[src/rtl/filter_spad_seq.sv]
// Filter scratchpad sequencer: loads a weight stream into the scratchpad, then
// replays it to the PE MAC in address order for a configurable number of passes.
module filter_spad_seq #(
    parameter int ADDR_W = 6,
    parameter int DATA_W = 8,
    parameter int DEPTH  = 64
) (
    input  logic              clk,
    input  logic              rst_n,
    input  logic              start,
    input  logic              skip_load,
    input  logic [ADDR_W:0]   cfg_len,
    input  logic [7:0]        cfg_reps,
    input  logic              in_valid,
    input  logic [DATA_W-1:0] in_data,
    output logic              in_ready,
    output logic              spad_wr,
    output logic              spad_rd,
    output logic [ADDR_W-1:0] spad_addr,
    output logic [DATA_W-1:0] spad_wdata,
    input  logic [DATA_W-1:0] spad_rdata,
    output logic              w_valid,
    output logic [DATA_W-1:0] w_data,
    output logic              w_last,
    input  logic              w_ready,
    output logic              busy,
    output logic              done,
    output logic              cfg_err
);

    typedef enum logic [1:0] {
        S_IDLE   = 2'd0,
        S_LOAD   = 2'd1,
        S_STREAM = 2'd2,
        S_DONE   = 2'd3
    } state_t;

    state_t state, state_nxt;

    logic [ADDR_W-1:0] last_idx;
    logic [ADDR_W-1:0] wcnt;
    logic [ADDR_W-1:0] rcnt;
    logic [7:0]        reps;
    logic [7:0]        pcnt;
    logic              w_valid_q;
    logic              w_last_q;
    logic              cfg_err_q;

    logic [ADDR_W:0]   len_m1;
    logic              cfg_bad;
    logic              accept;
    logic              wr_hs;
    logic              wr_last;
    logic              reads_left;
    logic              rd_go;
    logic              rd_wrap;
    logic              final_hs;

    assign len_m1     = cfg_len - (ADDR_W+1)'(1);
    assign cfg_bad    = (cfg_len == '0) || (cfg_len > (ADDR_W+1)'(DEPTH));
    assign accept     = (state == S_IDLE) && start && !cfg_bad;
    assign wr_hs      = (state == S_LOAD) && in_valid;
    assign wr_last    = wr_hs && (wcnt == last_idx);
    assign reads_left = (pcnt != reps);
    assign rd_go      = (state == S_STREAM) && (!w_valid_q || w_ready) && reads_left;
    assign rd_wrap    = (rcnt == last_idx);
    // Once every read is issued, the beat on the bus is the final one of the command.
    assign final_hs   = (state == S_STREAM) && w_valid_q && w_ready && !reads_left;

    always_ff @(posedge clk) begin
        if (!rst_n) begin
            state <= S_IDLE;
        end else begin
            state <= state_nxt;
        end
    end

    always_comb begin
        state_nxt = state;
        case (state)
            S_IDLE: begin
                if (accept) begin
                    if (!skip_load)
                        state_nxt = S_LOAD;
                    else if (cfg_reps == 8'd0)
                        state_nxt = S_DONE;
                    else
                        state_nxt = S_STREAM;
                end
            end
            S_LOAD: begin
                if (wr_last)
                    state_nxt = (reps != 8'd0) ? S_STREAM : S_DONE;
            end
            S_STREAM: begin
                if (final_hs)
                    state_nxt = S_DONE;
            end
            S_DONE: begin
                state_nxt = S_IDLE;
            end
            default: begin
                state_nxt = S_IDLE;
            end
        endcase
    end

    always_comb begin
        in_ready   = (state == S_LOAD);
        spad_wr    = wr_hs;
        spad_rd    = rd_go;
        spad_addr  = '0;
        spad_wdata = '0;
        if (wr_hs) begin
            spad_addr  = wcnt;
            spad_wdata = in_data;
        end else if (rd_go) begin
            spad_addr  = rcnt;
        end
        w_valid    = w_valid_q;
        w_data     = w_valid_q ? spad_rdata : '0;
        w_last     = w_last_q;
        busy       = (state != S_IDLE);
        done       = (state == S_DONE);
        cfg_err    = cfg_err_q;
    end

    always_ff @(posedge clk) begin
        if (!rst_n) begin
            last_idx  <= '0;
            reps      <= '0;
            wcnt      <= '0;
            rcnt      <= '0;
            pcnt      <= '0;
            w_valid_q <= 1'b0;
            w_last_q  <= 1'b0;
            cfg_err_q <= 1'b0;
        end else begin
            cfg_err_q <= (state == S_IDLE) && start && cfg_bad;

            if (accept) begin
                last_idx <= len_m1[ADDR_W-1:0];
                reps     <= cfg_reps;
            end

            if (state == S_LOAD) begin
                if (wr_hs)
                    wcnt <= wr_last ? '0 : wcnt + ADDR_W'(1);
            end else begin
                wcnt <= '0;
            end

            // Scratchpad data_out holds between reads, so a stalled beat needs no skid register.
            if (state == S_STREAM) begin
                if (rd_go) begin
                    rcnt      <= rd_wrap ? '0 : rcnt + ADDR_W'(1);
                    if (rd_wrap)
                        pcnt  <= pcnt + 8'd1;
                    w_valid_q <= 1'b1;
                    w_last_q  <= rd_wrap;
                end else if (w_ready) begin
                    w_valid_q <= 1'b0;
                    w_last_q  <= 1'b0;
                end
            end else begin
                rcnt      <= '0;
                pcnt      <= '0;
                w_valid_q <= 1'b0;
                w_last_q  <= 1'b0;
            end
        end
    end

endmodule

[config.mk]
export PLATFORM = sky130hd
export DESIGN_NAME = filter_spad_seq
export DESIGN_NICKNAME = d
export VERILOG_FILES = /design/src/rtl/filter_spad_seq.sv
export SDC_FILE = /design/constraint.sdc
export NUM_CORES = 1
export LEC_CHECK = 0
export ABC_AREA = 1
export CAP_MARGIN = 15
export CORE_MARGIN = 1
export CORE_UTILIZATION = 31
export CTS_BUF_LIST = sky130_fd_sc_hd__clkbuf_4 sky130_fd_sc_hd__clkbuf_8
export DETAILED_ROUTE_END_ITERATION = 8
export PLACE_DENSITY = 0.52
export SETUP_SLACK_MARGIN = 0.15
export SLEW_MARGIN = 20
export SYNTH_ARGS = -nofsm -noshare
export SYNTH_HDL_FRONTEND = slang
export SYNTH_SLANG_ARGS = --single-unit
[constraint.sdc]
create_clock -name clk -period 2.6 [get_ports clk]
set_input_delay 0.52 -clock clk [delete_from_list [all_inputs] [get_ports clk]]
set_output_delay 0.52 -clock clk [all_outputs]
set_load 0.05 [all_outputs]
**Yosys cells after proc, flatten, opt, wreduce, memory -nomap -nowiden**

Index checks and enable logic that the tools add are counted.

- Bits in registers: 39
- Bits of input ports: 37
- Output and inout bits: 30
- Word-level logic and storage cells: 64

- $add $sub $neg: 4
- Magnitude comparators: 1
- Equality and inequality tests: 9
- Muxes and demuxes: 16
- Reductions and logical operators: 25

Operators by type and width:

| cell | number |
|---|---|
| $mux 6 | 4 |
| $mux 8 | 2 |
| $add 6x1->6 const B | 2 |
| $eq 6x6->1 | 2 |
| $logic_and 1x1->1 | 10 |
| $add 8x1->8 const B | 1 |
| $logic_not 8->1 | 1 |
| $mux 2 | 4 |
| $ne 8x8->1 | 1 |
| $pmux 2 s4 | 1 |
| $reduce_bool 8->1 | 1 |
| $gt 7x7->1 const B | 1 |
| $logic_not 7->1 | 1 |
| $reduce_and 2->1 | 3 |
| $sub 6x1->6 const B | 1 |
| $mux 1 | 5 |
| $eq 2x2->1 const B | 2 |
| $ne 2x2->1 const B | 2 |
| $reduce_bool 2->1 | 2 |
| $logic_not 1->1 | 3 |
| $reduce_and 3->1 | 1 |
| $eq 2x1->1 const B | 1 |
| $logic_not 2->1 | 1 |
| $logic_or 1x1->1 | 2 |
| $ne 2x1->1 const B | 1 |

**Logic depth before layout (Yosys ltp)**

Gate-level depths: netlist of run 1.

- Word-level depth: 6
- Mapped depth: 12
- Depth with buffers taken out: 11

**Worst setup path after synthesis of run 1**

Ideal clock, no wire load.

- Kind: flip-flop to output port
- Start: register state[1]
- End: output port spad_addr[3]
- Arrival: 2.675 ns
- Data required time: 2.080 ns
- Slack: -0.595 ns
- Stages on the path, launching flop included: 7
- Buffers on the path: 2
- Cell sequence: dfxtp_1 > inv_1 > ha_1 > nand2_1 > clkbuf_1 > buf_1 > o21ai_0

- Elaborated cells on any way between the ends: 7
- Those cells by class: eq/ne: 2; mux: 2; reduce/logical: 3

RTL lines:

| item | RTL line | RTL |
|---|---|---|
| start, declared | 38 | `state_t state, state_nxt;` |
| start signal, assigned | 74 | `state <= state_nxt;` |
| $eq 2x1->1 | n/a |  |
| named net in_ready | 16 | `output logic in_ready,` |
| $logic_and 1x1->1 | 62 | `assign wr_hs = (state == S_LOAD) && in_valid;` |
| $mux 6 | 114 | `if (wr_hs) begin` |
| end, declared | 19 | `output logic [ADDR_W-1:0] spad_addr,` |

The timed path passes the listed nets, and every way through them passes these cells.

**Worst setup path in the final report of run 1**

- Start: register state[1]
- End: output port in_ready

- Longest elaborated chain between the ends: 1

Ends and longest elaborated chain:

| item | RTL line | RTL |
|---|---|---|
| $eq 2x1->1 | 109 | `in_ready = (state == S_LOAD);` |
| end, declared | 16 |  |

No other way between the ends.

==> metrics.txt, run 1 <==
# TYPE chip_impl_metric gauge
chip_impl_metric{name="timing.final.max_slew_violations",unit=""} 0
chip_impl_info{name="critical_path.reg2reg.startpoint",value="state[1]"} 1
chip_impl_metric{name="comb_power_share",unit="%"} 45.2
chip_impl_metric{name="post_synth_cell_types",unit=""} 25
chip_impl_metric{name="worst-endpoint-required",unit="ns"} 2.08
chip_impl_metric{name="initial_utilization",unit="%"} 31.90
chip_impl_metric{name="cts_max_level",unit=""} 2
chip_impl_metric{name="grt_max_degree",unit=""} 20
chip_impl_metric{name="grt_first_pass_wirelength",unit="um"} 10510
chip_impl_metric{name="pre_cts_slack",unit="ns"} 0.1632
chip_impl_metric{name="setup_violations",unit=""} 0
chip_impl_metric{name="critical_path_arrival",unit="ns"} 1.87
chip_impl_metric{name="peak_supply_drop",unit="mV"} 0.4374
chip_impl_metric{name="synth-warning-count",unit=""} 0
chip_impl_info{name="cts_tree",value="yes"} 1
chip_impl_metric{name="synthesis.nets",unit=""} 426
chip_impl_metric{name="placeableCoreArea",unit="um2"} 7727
chip_impl_metric{name="grt-ovfl-total",unit=""} 0
chip_impl_info{name="clock_tree.root_cell",value="sky130_fd_sc_hd__clkbuf_8"} 1
chip_impl_metric{name="tritoncts.num_buffers",unit=""} 5
chip_impl_metric{name="max_cap_violations",unit=""} 0
chip_impl_info{name="synth_top_area_cell",value="sky130_fd_sc_hd__dfxtp_1"} 1
chip_impl_metric{name="p_sw_share",unit="%"} 40.60
chip_impl_metric{name="tightestPinTransition",unit="ns"} 0.5038
chip_impl_metric{name="synth_seq_area_share",unit="%"} 31.68
chip_impl_metric{name="ys_ff_latch",unit=""} 39
chip_impl_metric{name="path_clk_slew",unit="ns"} 0.08
chip_impl_metric{name="seqPwrFrac",unit="%"} 31.8
chip_impl_metric{name="detail_route.first_pass.iterations",unit=""} 4
chip_impl_metric{name="final_min_period_over_clock_period",unit="%"} 91.95
chip_impl_metric{name="p_leak",unit="nW"} 1.513
chip_impl_metric{name="rows",unit=""} 32
chip_impl_metric{name="share_of_cells_above_drive_strength_1",unit="%"} 14.51
chip_impl_info{name="post_synth_main_area_contributors",value="sky130_fd_sc_hd__dfxtp_1 32%, sky130_fd_sc_hd__nand2_1 12%, sky130_fd_sc_hd__inv_1 9.7%"} 1
chip_impl_metric{name="finalHoldViolCount",unit=""} 0
chip_impl_metric{name="fin_nets",unit=""} 494
chip_impl_metric{name="p_per_area",unit="nW/um2"} 615.8
chip_impl_info{name="result_of_the_run",value="finished clean"} 1
chip_impl_metric{name="avgSynthCellArea",unit="um2"} 6.504
chip_impl_metric{name="drt_drc_violations_left",unit=""} 0
chip_impl_info{name="start_kind",value="register"} 1
chip_impl_metric{name="cts_sinks",unit=""} 39
chip_impl_metric{name="routabilityCongestion",unit=""} 0.7398
chip_impl_info{name="setup.worst_path.end_class",value="output port"} 1
chip_impl_metric{name="maximum_operating_frequency",unit="MHz"} 418.3
chip_impl_metric{name="fin_worst_skew",unit="ns"} 0.01355
chip_impl_info{name="worst_setup_path_startpoint",value="state[1]"} 1
chip_impl_metric{name="post-dp-hpwl",unit="um"} 4900
chip_impl_metric{name="grtUsageTotal",unit="%"} 15.29
chip_impl_metric{name="slew-limit-headroom",unit="%"} 66.31
chip_impl_metric{name="setup_total_negative_slack",unit="ns"} 0
chip_impl_metric{name="post_synth_inst_count",unit=""} 379
chip_impl_metric{name="cts_buffer_depth",unit=""} 2
chip_impl_metric{name="chipHeight",unit="um"} 91.17
chip_impl_metric{name="routed_wl",unit="um"} 5998
chip_impl_metric{name="clock_insertion_delay_worst_skew",unit="ns"} 0.29
chip_impl_metric{name="p_clk_share",unit="%"} 23.0
chip_impl_metric{name="die_x",unit="um"} 91.17
chip_impl_metric{name="io_buffer_count",unit=""} 66
chip_impl_metric{name="p_switching",unit="mW"} 0.9013
chip_impl_metric{name="die-area",unit="um2"} 8312
chip_impl_metric{name="detailroute.via_count",unit=""} 2448
chip_impl_metric{name="route.detailed.wl_per_inst",unit="um"} 10.91
chip_impl_metric{name="fin_ws",unit="ns"} 0.2093
chip_impl_info{name="worst_hold_startpoint",value="wcnt[5]"} 1
chip_impl_metric{name="areaGrowthSynthToFinish",unit="%"} 46.24
chip_impl_metric{name="mappedNetlistArea",unit="um2"} 2465
chip_impl_info{name="critPathKind",value="register to output port"} 1
chip_impl_info{name="grt_setup_unrepaired",value="yes"} 1
chip_impl_metric{name="number_of_global_route_vias_before_repair",unit=""} 2292
chip_impl_metric{name="insertedDiodeCount",unit=""} 0
chip_impl_metric{name="yosysTopAreaCellShare",unit="%"} 31.68
chip_impl_metric{name="holdBufCountCts",unit=""} 0
chip_impl_metric{name="top_level_ports",unit=""} 67
chip_impl_metric{name="power.internal",unit="mW"} 1.318
chip_impl_metric{name="critical_path_peak_fanout",unit=""} 6
chip_impl_metric{name="number_of_violations_reported_at_the_end_of_detailed_routing_iteration_0",unit=""} 77
chip_impl_metric{name="antenna_found_initial",unit=""} 0
chip_impl_metric{name="detail_route.vias_per_cell",unit=""} 4.451
chip_impl_info{name="worstHoldPathType",value="register to register"} 1
chip_impl_metric{name="fin_crit",unit="ns"} 2.391
chip_impl_metric{name="ant_nets",unit=""} 0
-- synth_stat cells (all sizes together) --
library cell,count
xor2,12
ha,10
nor2,50
o21a,1
o31ai,1
o21ai,26
buf,9
nor3b,1
a211oi,1
dfxtp,39
nand4,11
inv,64
nand2,84
clkbuf,3
xnor2,7
nor3,5
nand3,25
a21oi,30
-- cell families after synthesis --
| kind of cell | synth area share (%) |
|---|---|
| and+or+nand+nor | 31.12 |
| adders and majority gates | 5.076 |
| buffers and inverters | 13.10 |
| DFF | 31.68 |
| xor gates and xnor gates | 6.751 |
| AOI/OAI and AO/OA | 12.28 |
-- power by group through the flow --
stage          Clock (mW)  Combinational (mW)  Sequential [mW]
6_report            0.510                1.00            0.706
5_1_grt             0.546                1.12            0.715
4_1_cts             0.525                1.01            0.706
3_5_place_dp            0                1.00            0.720
3_3_place_gp            0                1.00            0.718
2_1_floorplan           0               0.684            0.719
-- repair_timing --
| item | 4_1_cts | 5_1_grt |
|---|---|---|
| hold endpoints to repair | 0 | 0 |
| buffers inserted | 0 | 0 |
| resized for setup | 1 | 6 |
| endpoints found under the setup margin | 5 | 7 |
-- layer usage --
layer / wire length, um / GRT usage [%] / share of wire (%)
met1: 3073 / 21.06 / 51
met2: 2541 / 24.18 / 42
met3: 319 / 2.931 / 5.3
met4: 64 / 4.365 / 1.1
met5: 0 / 0 / 0
-- through the flow --
step,power [mW],std cells,hold slack (ns),utilization (%),area (um2)
global placement,1.719,542,0.4741,44.96,3475
floorplan,1.403,379,0.4507,-,2565
finish,2.220,550,0.4804,46.65,3605
global route,2.378,550,0.5168,46.65,3605
detailed placement,1.724,542,0.4726,44.96,3475
CTS,2.239,550,0.4847,46.42,3587
-- state kept, by name, summed over array words and instances, names as in the netlist --
register  cells
rcnt          6
pcnt          8
last_idx      6
reps          8
cfg_err       1
state         2
w_valid       1
wcnt          6
w_last        1
-- worst paths after layout --
check | to | slack (ns) | depth (start not counted)
max | in_ready | 0.21 | 3
min | wcnt[5] | 0.48 | 2
max reg2reg | wcnt[5] | 0.73 | 9
min reg2reg | wcnt[5] | 0.48 | 2
-- area by class of cell --
type | count | area [um2]
clock buffers | 5 | 68.82
fillers | 818 | 4123
multi-input cells | 264 | 1475
inverters | 64 | 240.2
flip-flops and latches | 39 | 780.7
clock inverters | 3 | 43.79
well taps | 102 | 127.6
repair buffers | 73 | 868.3
-- worst max-delay path: stages, from the launching register on --
cell                              delay (ns)
sky130_fd_sc_hd__dfxtp_1                0.33
sky130_fd_sc_hd__inv_1                  0.12
sky130_fd_sc_hd__ha_2                   0.30
sky130_fd_sc_hd__clkdlybuf4s50_1        0.83
-- cells in the final DEF, fill, tap and decap left out --
master                            synthesis  final
sky130_fd_sc_hd__a21oi_1                 30     30
sky130_fd_sc_hd__dlymetal6s2s_1           0      1
sky130_fd_sc_hd__o31ai_4                  0      1
sky130_fd_sc_hd__ha_2                     0      2
sky130_fd_sc_hd__nand2_2                  2      3
sky130_fd_sc_hd__o21a_1                   1      1
sky130_fd_sc_hd__inv_1                   64     63
sky130_fd_sc_hd__clkdlybuf4s50_1          0     41
sky130_fd_sc_hd__clkinv_2                 0      1
sky130_fd_sc_hd__nor2_1                  45     36
sky130_fd_sc_hd__ha_1                    10      8
sky130_fd_sc_hd__nand3_2                  1      1
sky130_fd_sc_hd__clkinv_4                 0      1
sky130_fd_sc_hd__nor2_2                   2      3
sky130_fd_sc_hd__o21ai_2                  0      2
sky130_fd_sc_hd__xnor2_1                  7      7
sky130_fd_sc_hd__clkbuf_8                 0      5
sky130_fd_sc_hd__xor2_1                  12     12
sky130_fd_sc_hd__nor3_1                   5      5
sky130_fd_sc_hd__nor3b_1                  1      1
sky130_fd_sc_hd__bufinv_16                0      1
sky130_fd_sc_hd__buf_4                    1     14
sky130_fd_sc_hd__o21ai_4                  0      2
sky130_fd_sc_hd__o21ai_1                  0      1
sky130_fd_sc_hd__nand2_1                 82     81
sky130_fd_sc_hd__a211oi_1                 1      1
sky130_fd_sc_hd__o21ai_0                 26     21
sky130_fd_sc_hd__inv_2                    0      1
sky130_fd_sc_hd__dfxtp_1                 39     39
sky130_fd_sc_hd__nand4_1                 11     11
sky130_fd_sc_hd__nor2_4                   3     11
sky130_fd_sc_hd__buf_12                   0     17
sky130_fd_sc_hd__nand3_1                 24     24
Power figures use the tool's default switching activity.
==> run 2, diff against run 1 <==
Settings changed: CTS_BUF_LIST sky130_fd_sc_hd__clkbuf_4 sky130_fd_sc_hd__clkbuf_8 to sky130_fd_sc_hd__clkbuf_16.
==> metrics.txt, run 2 (synthesized netlist as in run 1, its figures left out) <==
# TYPE chip_impl_metric gauge
chip_impl_metric{name="fin_crit",unit="ns"} 2.380
chip_impl_metric{name="tightestPinTransition",unit="ns"} 0.5034
chip_impl_metric{name="p_per_area",unit="nW/um2"} 659.6
chip_impl_metric{name="fin_worst_skew",unit="ns"} 0.008838
chip_impl_metric{name="path_clk_slew",unit="ns"} 0.06
chip_impl_metric{name="grt_first_pass_wirelength",unit="um"} 10580
chip_impl_metric{name="detailroute.via_count",unit=""} 2465
chip_impl_metric{name="setup_total_negative_slack",unit="ns"} 0
chip_impl_metric{name="critical_path_peak_fanout",unit=""} 10
chip_impl_metric{name="slowest_delay",unit="ns"} 0.48
chip_impl_metric{name="chipHeight",unit="um"} 91.17
chip_impl_info{name="mostFrequentLayoutCell",value="sky130_fd_sc_hd__nand2_1"} 1
chip_impl_metric{name="grt_max_degree",unit=""} 20
chip_impl_info{name="critPathKind",value="primary input to output port"} 1
chip_impl_info{name="worstHoldPathType",value="register to register"} 1
chip_impl_metric{name="max_cap_violations",unit=""} 0
chip_impl_metric{name="p_sw_share",unit="%"} 38.27
chip_impl_metric{name="holdBufCountCts",unit=""} 0
chip_impl_metric{name="p_switching",unit="mW"} 0.9216
chip_impl_metric{name="routabilityCongestion",unit=""} 0.7398
chip_impl_metric{name="worst-endpoint-required",unit="ns"} 2.08
chip_impl_metric{name="top_level_ports",unit=""} 67
chip_impl_info{name="critical_path.reg2reg.startpoint",value="state[1]"} 1
chip_impl_metric{name="seqPwrFrac",unit="%"} 29.4
chip_impl_info{name="cts_tree",value="yes"} 1
chip_impl_info{name="timing.critical_path.max_delay_family",value="buffers and inverters"} 1
chip_impl_metric{name="timing.final.max_slew_violations",unit=""} 0
chip_impl_metric{name="grtUsageTotal",unit="%"} 15.40
chip_impl_metric{name="cts_buffer_depth",unit=""} 2
chip_impl_info{name="clock_tree.root_cell",value="sky130_fd_sc_hd__clkbuf_16"} 1
chip_impl_metric{name="detail_route.vias_per_cell",unit=""} 4.482
chip_impl_metric{name="ant_nets",unit=""} 0
chip_impl_info{name="reg_top3",value="pcnt: 8 flops, reps: 8 flops"} 1
chip_impl_info{name="start_kind",value="primary input"} 1
chip_impl_info{name="cpMaxStageDelayCell",value="sky130_fd_sc_hd__clkdlybuf4s50_1"} 1
chip_impl_metric{name="die_x",unit="um"} 91.17
chip_impl_metric{name="place.detailed.instances",unit=""} 542
chip_impl_metric{name="final_min_period_over_clock_period",unit="%"} 91.52
chip_impl_metric{name="die-area",unit="um2"} 8312
chip_impl_metric{name="number_of_global_route_vias_before_repair",unit=""} 2301
chip_impl_metric{name="setup_violations",unit=""} 0
chip_impl_metric{name="comb_power_share",unit="%"} 41.7
chip_impl_metric{name="timing.critical_path.buf_inv",unit=""} 3
chip_impl_metric{name="fin_util",unit="%"} 47.25
chip_impl_metric{name="tritoncts.num_buffers",unit=""} 5
chip_impl_metric{name="detail_route.first_pass.iterations",unit=""} 4
chip_impl_metric{name="antenna_found_initial",unit=""} 0
chip_impl_info{name="worst_hold_startpoint",value="wcnt[5]"} 1
chip_impl_metric{name="drt_drc_violations_left",unit=""} 0
chip_impl_metric{name="areaGrowthSynthToFinish",unit="%"} 48.12
chip_impl_metric{name="initial_utilization",unit="%"} 31.90
chip_impl_metric{name="placeableCoreArea",unit="um2"} 7727
chip_impl_metric{name="insertedDiodeCount",unit=""} 0
chip_impl_metric{name="cts_sinks",unit=""} 39
chip_impl_metric{name="number_of_violations_reported_at_the_end_of_detailed_routing_iteration_0",unit=""} 91
chip_impl_metric{name="rows",unit=""} 32
chip_impl_metric{name="power.internal",unit="mW"} 1.487
chip_impl_metric{name="grt-ovfl-total",unit=""} 0
chip_impl_metric{name="io_buffer_count",unit=""} 66
chip_impl_info{name="setup.worst_path.end_class",value="output port"} 1
chip_impl_metric{name="peak_supply_drop",unit="mV"} 0.4399
chip_impl_metric{name="fin_nets",unit=""} 494
chip_impl_metric{name="postLayoutCellArea",unit="um2"} 3651
chip_impl_info{name="worst_setup_path_startpoint",value="w_ready"} 1
chip_impl_metric{name="finish.cell_count_without_fillers",unit=""} 550
chip_impl_metric{name="placed_cell_area",unit="um2"} 3475
chip_impl_metric{name="finalHoldViolCount",unit=""} 0
chip_impl_info{name="crit_chain",value="clkdlybuf4s50_1 -> nor2_1 -> nor2_2 -> nand2_2 -> buf_4 -> o31ai_4 -> buf_12"} 1
chip_impl_info{name="result_of_the_run",value="finished clean"} 1
chip_impl_metric{name="cts_max_level",unit=""} 2
chip_impl_metric{name="clock_insertion_delay_worst_skew",unit="ns"} 0.28
chip_impl_info{name="layout_common_cells",value="81 x sky130_fd_sc_hd__nand2_1, 63 x sky130_fd_sc_hd__inv_1, 42 x sky130_fd_sc_hd__clkdlybuf4s50_1, 39 x sky130_fd_sc_hd__dfxtp_1, 36 x sky130_fd_sc_hd__nor2_1"} 1
chip_impl_metric{name="maximum_operating_frequency",unit="MHz"} 420.3
chip_impl_metric{name="p_clk_share",unit="%"} 28.9
chip_impl_metric{name="critical_path_arrival",unit="ns"} 1.86
chip_impl_metric{name="p_leak",unit="nW"} 1.522
chip_impl_metric{name="slew-limit-headroom",unit="%"} 66.33
chip_impl_metric{name="postCtsSetupBuffers",unit=""} 0
chip_impl_info{name="grt_setup_unrepaired",value="yes"} 1
chip_impl_metric{name="routed_wl",unit="um"} 6045
chip_impl_metric{name="post-dp-hpwl",unit="um"} 4900
chip_impl_metric{name="share_of_cells_above_drive_strength_1",unit="%"} 14.06
chip_impl_metric{name="route.detailed.wl_per_inst",unit="um"} 10.99
run 2: cell count changes in the layout (fill, tap and decap cells not counted):
cell,previous run,this run
sky130_fd_sc_hd__clkdlybuf4s50_1,41,42
sky130_fd_sc_hd__clkbuf_16,0,5
sky130_fd_sc_hd__o21ai_2,2,0
sky130_fd_sc_hd__o21ai_1,1,3
sky130_fd_sc_hd__clkbuf_8,5,0
sky130_fd_sc_hd__dlymetal6s2s_1,1,0
run 2: cell type report:
cell class,count,area [um2]
Timing Repair Buffer,73,865.8
Fill cell,811,4076
Clock buffer,5,125.1
Tap cell,102,127.6
Sequential cell,39,780.7
Inverter,64,240.2
Multi-Input combinational cell,264,1468
Clock inverter,3,43.79
run 2: layer usage:
| metal | up-vias | GRT usage [%] | part of all wire [%] |
|---|---|---|---|
| li1 | 1325 | - | - |
| met4 | 0 | 3.571 | 0.86 |
| met3 | 7 | 3.434 | 5.3 |
| met1 | 1072 | 21.01 | 51 |
| met2 | 61 | 24.62 | 43 |
| met5 | - | 0 | 0 |
run 2: path summary, 6_finish.rpt:
check	endpoint	slack, ns	depth (start not counted)
worst max-delay path	spad_addr[0]	0.22	7
worst min-delay path	wcnt[5]	0.48	2
worst max register to register	wcnt[5]	0.73	9
worst min register to register	wcnt[5]	0.48	2
run 2: repair_timing:
item / in CTS / in global routing
setup endpoints to repair: 2 / 6
resized for setup: 1 / 3
gates cloned: 0 / 0
run 2: power by group through the flow:
stage	combinational [mW]	sequential, mW	clock [mW]
finish	1.01	0.707	0.696
global route	1.12	0.716	0.737
CTS	1.01	0.707	0.711
detailed placement	1.00	0.720	0
global placement	1.00	0.718	0
floorplan	0.684	0.719	0
run 2: through the flow:
stage / power (mW) / hold slack (ns) / worst slack (ns)
after floorplan: 1.403 / 0.4507 / 0.1848
after global placement: 1.719 / 0.4741 / 0.1695
after detailed placement: 1.724 / 0.4726 / 0.1632
after CTS: 2.427 / 0.4816 / 0.1633
after global routing: 2.569 / 0.5134 / 0.1234
final: 2.408 / 0.4770 / 0.2205
run 2: worst reg2reg max path: stages, from the launching register on:
cell and delay, ns:
sky130_fd_sc_hd__dfxtp_1 0.33, sky130_fd_sc_hd__inv_1 0.12, sky130_fd_sc_hd__ha_2 0.29, sky130_fd_sc_hd__nand2_2 0.13, sky130_fd_sc_hd__nor2_1 0.15, sky130_fd_sc_hd__inv_1 0.10, sky130_fd_sc_hd__nor3_1 0.38, sky130_fd_sc_hd__nand3_1 0.12
sky130_fd_sc_hd__nand2_1 0.08, sky130_fd_sc_hd__a21oi_1 0.05
==> run 3, diff against run 2 <==
Settings changed: CORE_UTILIZATION 31 to 45, PLACE_DENSITY 0.52 to 0.72, RECOVER_POWER from default to 50.
==> metrics.txt, run 3 (synthesized netlist as in run 1, its figures left out) <==
# TYPE chip_impl_metric gauge
chip_impl_metric{name="initial_utilization",unit="%"} 47.36
chip_impl_metric{name="grt_first_pass_wirelength",unit="um"} 10120
chip_impl_metric{name="setup_violations",unit=""} 0
chip_impl_metric{name="clock_insertion_delay_worst_skew",unit="ns"} 0.28
chip_impl_metric{name="share_of_cells_above_drive_strength_1",unit="%"} 10.07
chip_impl_metric{name="insertedDiodeCount",unit=""} 0
chip_impl_metric{name="cts_sinks",unit=""} 39
chip_impl_metric{name="timing.final.max_slew_violations",unit=""} 0
chip_impl_info{name="start_kind",value="register"} 1
chip_impl_metric{name="die_x",unit="um"} 76.01
chip_impl_info{name="setup.worst_path.end_class",value="output port"} 1
chip_impl_info{name="reg_top3",value="pcnt: 8 flops, reps: 8 flops"} 1
chip_impl_metric{name="fin_nets",unit=""} 493
chip_impl_metric{name="grt_max_degree",unit=""} 20
chip_impl_metric{name="fin_ws",unit="ns"} 0.1908
chip_impl_metric{name="critical_path_peak_fanout",unit=""} 18
chip_impl_metric{name="min_path_cells",unit=""} 2
chip_impl_metric{name="top_level_ports",unit=""} 67
chip_impl_metric{name="number_of_violations_reported_at_the_end_of_detailed_routing_iteration_0",unit=""} 116
chip_impl_metric{name="detailroute.via_count",unit=""} 2546
chip_impl_info{name="capture_point_of_the_worst_reg_to_reg_path",value="wcnt[5]"} 1
chip_impl_metric{name="worst-r2r-setup-slack",unit="ns"} 0.64
chip_impl_metric{name="finalHoldViolCount",unit=""} 0
chip_impl_metric{name="final_min_period_over_clock_period",unit="%"} 92.66
chip_impl_metric{name="rows",unit=""} 26
chip_impl_metric{name="cts_max_level",unit=""} 2
chip_impl_info{name="cpMaxStageDelayCell",value="sky130_fd_sc_hd__dfxtp_1"} 1
chip_impl_metric{name="io_buffer_count",unit=""} 66
chip_impl_metric{name="die-area",unit="um2"} 5778
chip_impl_info{name="critical_path.most_common_cell",value="sky130_fd_sc_hd__buf_12"} 1
chip_impl_metric{name="fin_crit",unit="ns"} 2.409
chip_impl_info{name="clock_tree.root_cell",value="sky130_fd_sc_hd__clkbuf_16"} 1
chip_impl_metric{name="slowest_delay",unit="ns"} 0.38
chip_impl_metric{name="tightestPinTransition",unit="ns"} 0.6100
chip_impl_metric{name="number_of_global_route_vias_before_repair",unit=""} 2299
chip_impl_metric{name="peak_supply_drop",unit="mV"} 0.6559
chip_impl_info{name="mostFrequentLayoutCell",value="sky130_fd_sc_hd__nand2_1"} 1
chip_impl_metric{name="critical_path_arrival",unit="ns"} 1.89
chip_impl_metric{name="tritoncts.num_buffers",unit=""} 5
chip_impl_metric{name="drt_drc_violations_left",unit=""} 0
chip_impl_metric{name="post-dp-hpwl",unit="um"} 4738
chip_impl_metric{name="p_total",unit="mW"} 2.370
chip_impl_metric{name="holdBufCountCts",unit=""} 0
chip_impl_info{name="grt_setup_unrepaired",value="yes"} 1
chip_impl_metric{name="maximum_operating_frequency",unit="MHz"} 415.1
chip_impl_info{name="result_of_the_run",value="finished clean"} 1
chip_impl_metric{name="chipHeight",unit="um"} 76.01
chip_impl_metric{name="p_per_area",unit="nW/um2"} 670.1
chip_impl_metric{name="routabilityCongestion",unit=""} 0.7990
chip_impl_metric{name="finalHoldWorstSlack",unit="ns"} 0.4856
chip_impl_metric{name="placeableCoreArea",unit="um2"} 5205
chip_impl_info{name="critPathKind",value="register to output port"} 1
chip_impl_metric{name="grt-ovfl-total",unit=""} 0
chip_impl_info{name="critical_path.reg2reg.startpoint",value="state[1]"} 1
chip_impl_metric{name="routed_wl",unit="um"} 6046
chip_impl_metric{name="ant_nets",unit=""} 0
chip_impl_info{name="min_to",value="reps[5]"} 1
chip_impl_metric{name="p_leak",unit="nW"} 1.472
chip_impl_metric{name="areaGrowthSynthToFinish",unit="%"} 43.50
chip_impl_metric{name="cts_buffer_depth",unit=""} 2
chip_impl_info{name="cts_tree",value="yes"} 1
chip_impl_metric{name="worst-endpoint-required",unit="ns"} 2.08
chip_impl_metric{name="route.detailed.wl_per_inst",unit="um"} 11.69
chip_impl_metric{name="detail_route.vias_per_cell",unit=""} 4.925
chip_impl_metric{name="path_clk_slew",unit="ns"} 0.06
chip_impl_metric{name="postLayoutCellArea",unit="um2"} 3537
chip_impl_metric{name="grtUsageTotal",unit="%"} 21.18
chip_impl_info{name="worst_hold_startpoint",value="reps[5]"} 1
chip_impl_metric{name="setup_total_negative_slack",unit="ns"} 0
chip_impl_info{name="worstHoldPathType",value="register to register"} 1
chip_impl_metric{name="placed_cell_area",unit="um2"} 3427
chip_impl_metric{name="fin_worst_skew",unit="ns"} 0.008630
chip_impl_metric{name="pre_cts_slack",unit="ns"} 0.1414
chip_impl_metric{name="max_cap_violations",unit=""} 0
chip_impl_info{name="crit_chain",value="inv_1 -> ha_2 -> nand2_1 -> buf_12 -> nand3_1 -> o21ai_1 -> buf_12"} 1
chip_impl_metric{name="slew-limit-headroom",unit="%"} 59.51
chip_impl_metric{name="ff2ff_path_depth",unit=""} 9
chip_impl_metric{name="detail_route.first_pass.iterations",unit=""} 4
chip_impl_info{name="layout_common_cells",value="84 x sky130_fd_sc_hd__nand2_1, 63 x sky130_fd_sc_hd__inv_1, 40 x sky130_fd_sc_hd__clkdlybuf4s50_1, 39 x sky130_fd_sc_hd__dfxtp_1, 38 x sky130_fd_sc_hd__nor2_1"} 1
chip_impl_metric{name="antenna_found_initial",unit=""} 0
[run 3: cell types whose count changed in the layout (fill, tap and decap cells not counted), moves of 2 or more]
cell	before	now
sky130_fd_sc_hd__nor2_4	11	9
sky130_fd_sc_hd__nand2_2	3	0
sky130_fd_sc_hd__clkdlybuf4s50_1	42	40
sky130_fd_sc_hd__clkbuf_1	0	10
sky130_fd_sc_hd__buf_4	14	3
sky130_fd_sc_hd__nor2_1	36	38
sky130_fd_sc_hd__nand2_1	81	84
sky130_fd_sc_hd__dlygate4sd3_1	0	2
[run 3: report_power, final]
group / internal (mW) / switching, mW / total [mW] / leakage, nW
Clock: 0.453 / 0.253 / 0.705 / 0.0818
Sequential: 0.654 / 0.0554 / 0.710 / 0.317
Combinational: 0.350 / 0.605 / 0.955 / 1.07
[run 3: critical path, delay by kind of cell (launching register included)]
family	cells	cell delay, ns
buffers and inverters	3	0.52
and+or+nand+nor	2	0.30
AOI/OAI and AO/OA	1	0.18
DFF	1	0.38
adders and majority gates	1	0.24
[run 3: final cells by class]
class | count | area (um2)
Fill cell | 477 | 1668
Multi-Input combinational cell | 264 | 1440
Timing Repair Buffer | 72 | 820.8
Sequential cell | 39 | 780.7
Inverter | 64 | 240.2
Clock buffer | 5 | 125.1
Tap cell | 70 | 87.58
Clock inverter | 3 | 42.54
[run 3: layer usage]
metal	GRT usage, %	vias to the layer above	part of all wire [%]
met3	3.832	5	5.2
li1	-	1324	-
met4	6.154	0	0.83
met5	0	-	0
met2	36.82	74	46
met1	26.71	1143	48
[run 3: how the worst max path moves through the flow]
| stage | from | endpoint | depth (start not counted) |
|---|---|---|---|
| after floorplan | state[1] | spad_addr[1] | 5 |
| after global placement | w_ready | spad_addr[2] | 8 |
| after detailed placement | w_ready | spad_addr[2] | 8 |
| after CTS | state[0] | spad_addr[0] | 8 |
| after global routing | state[1] | spad_addr[2] | 7 |
| final | state[1] | spad_addr[2] | 7 |
[run 3: through the flow]
step / utilization [%] / cells
after detailed placement: 65.84 / 509
after global placement: 65.84 / 509
after global routing: 67.96 / 517
after CTS: 69.06 / 517
after floorplan: - / 379
final: 67.96 / 517
[run 3: what timing repair did]
action	in CTS	in global routing
gates resized for setup	1	3
setup endpoints to repair	2	6
setup buffers	0	0
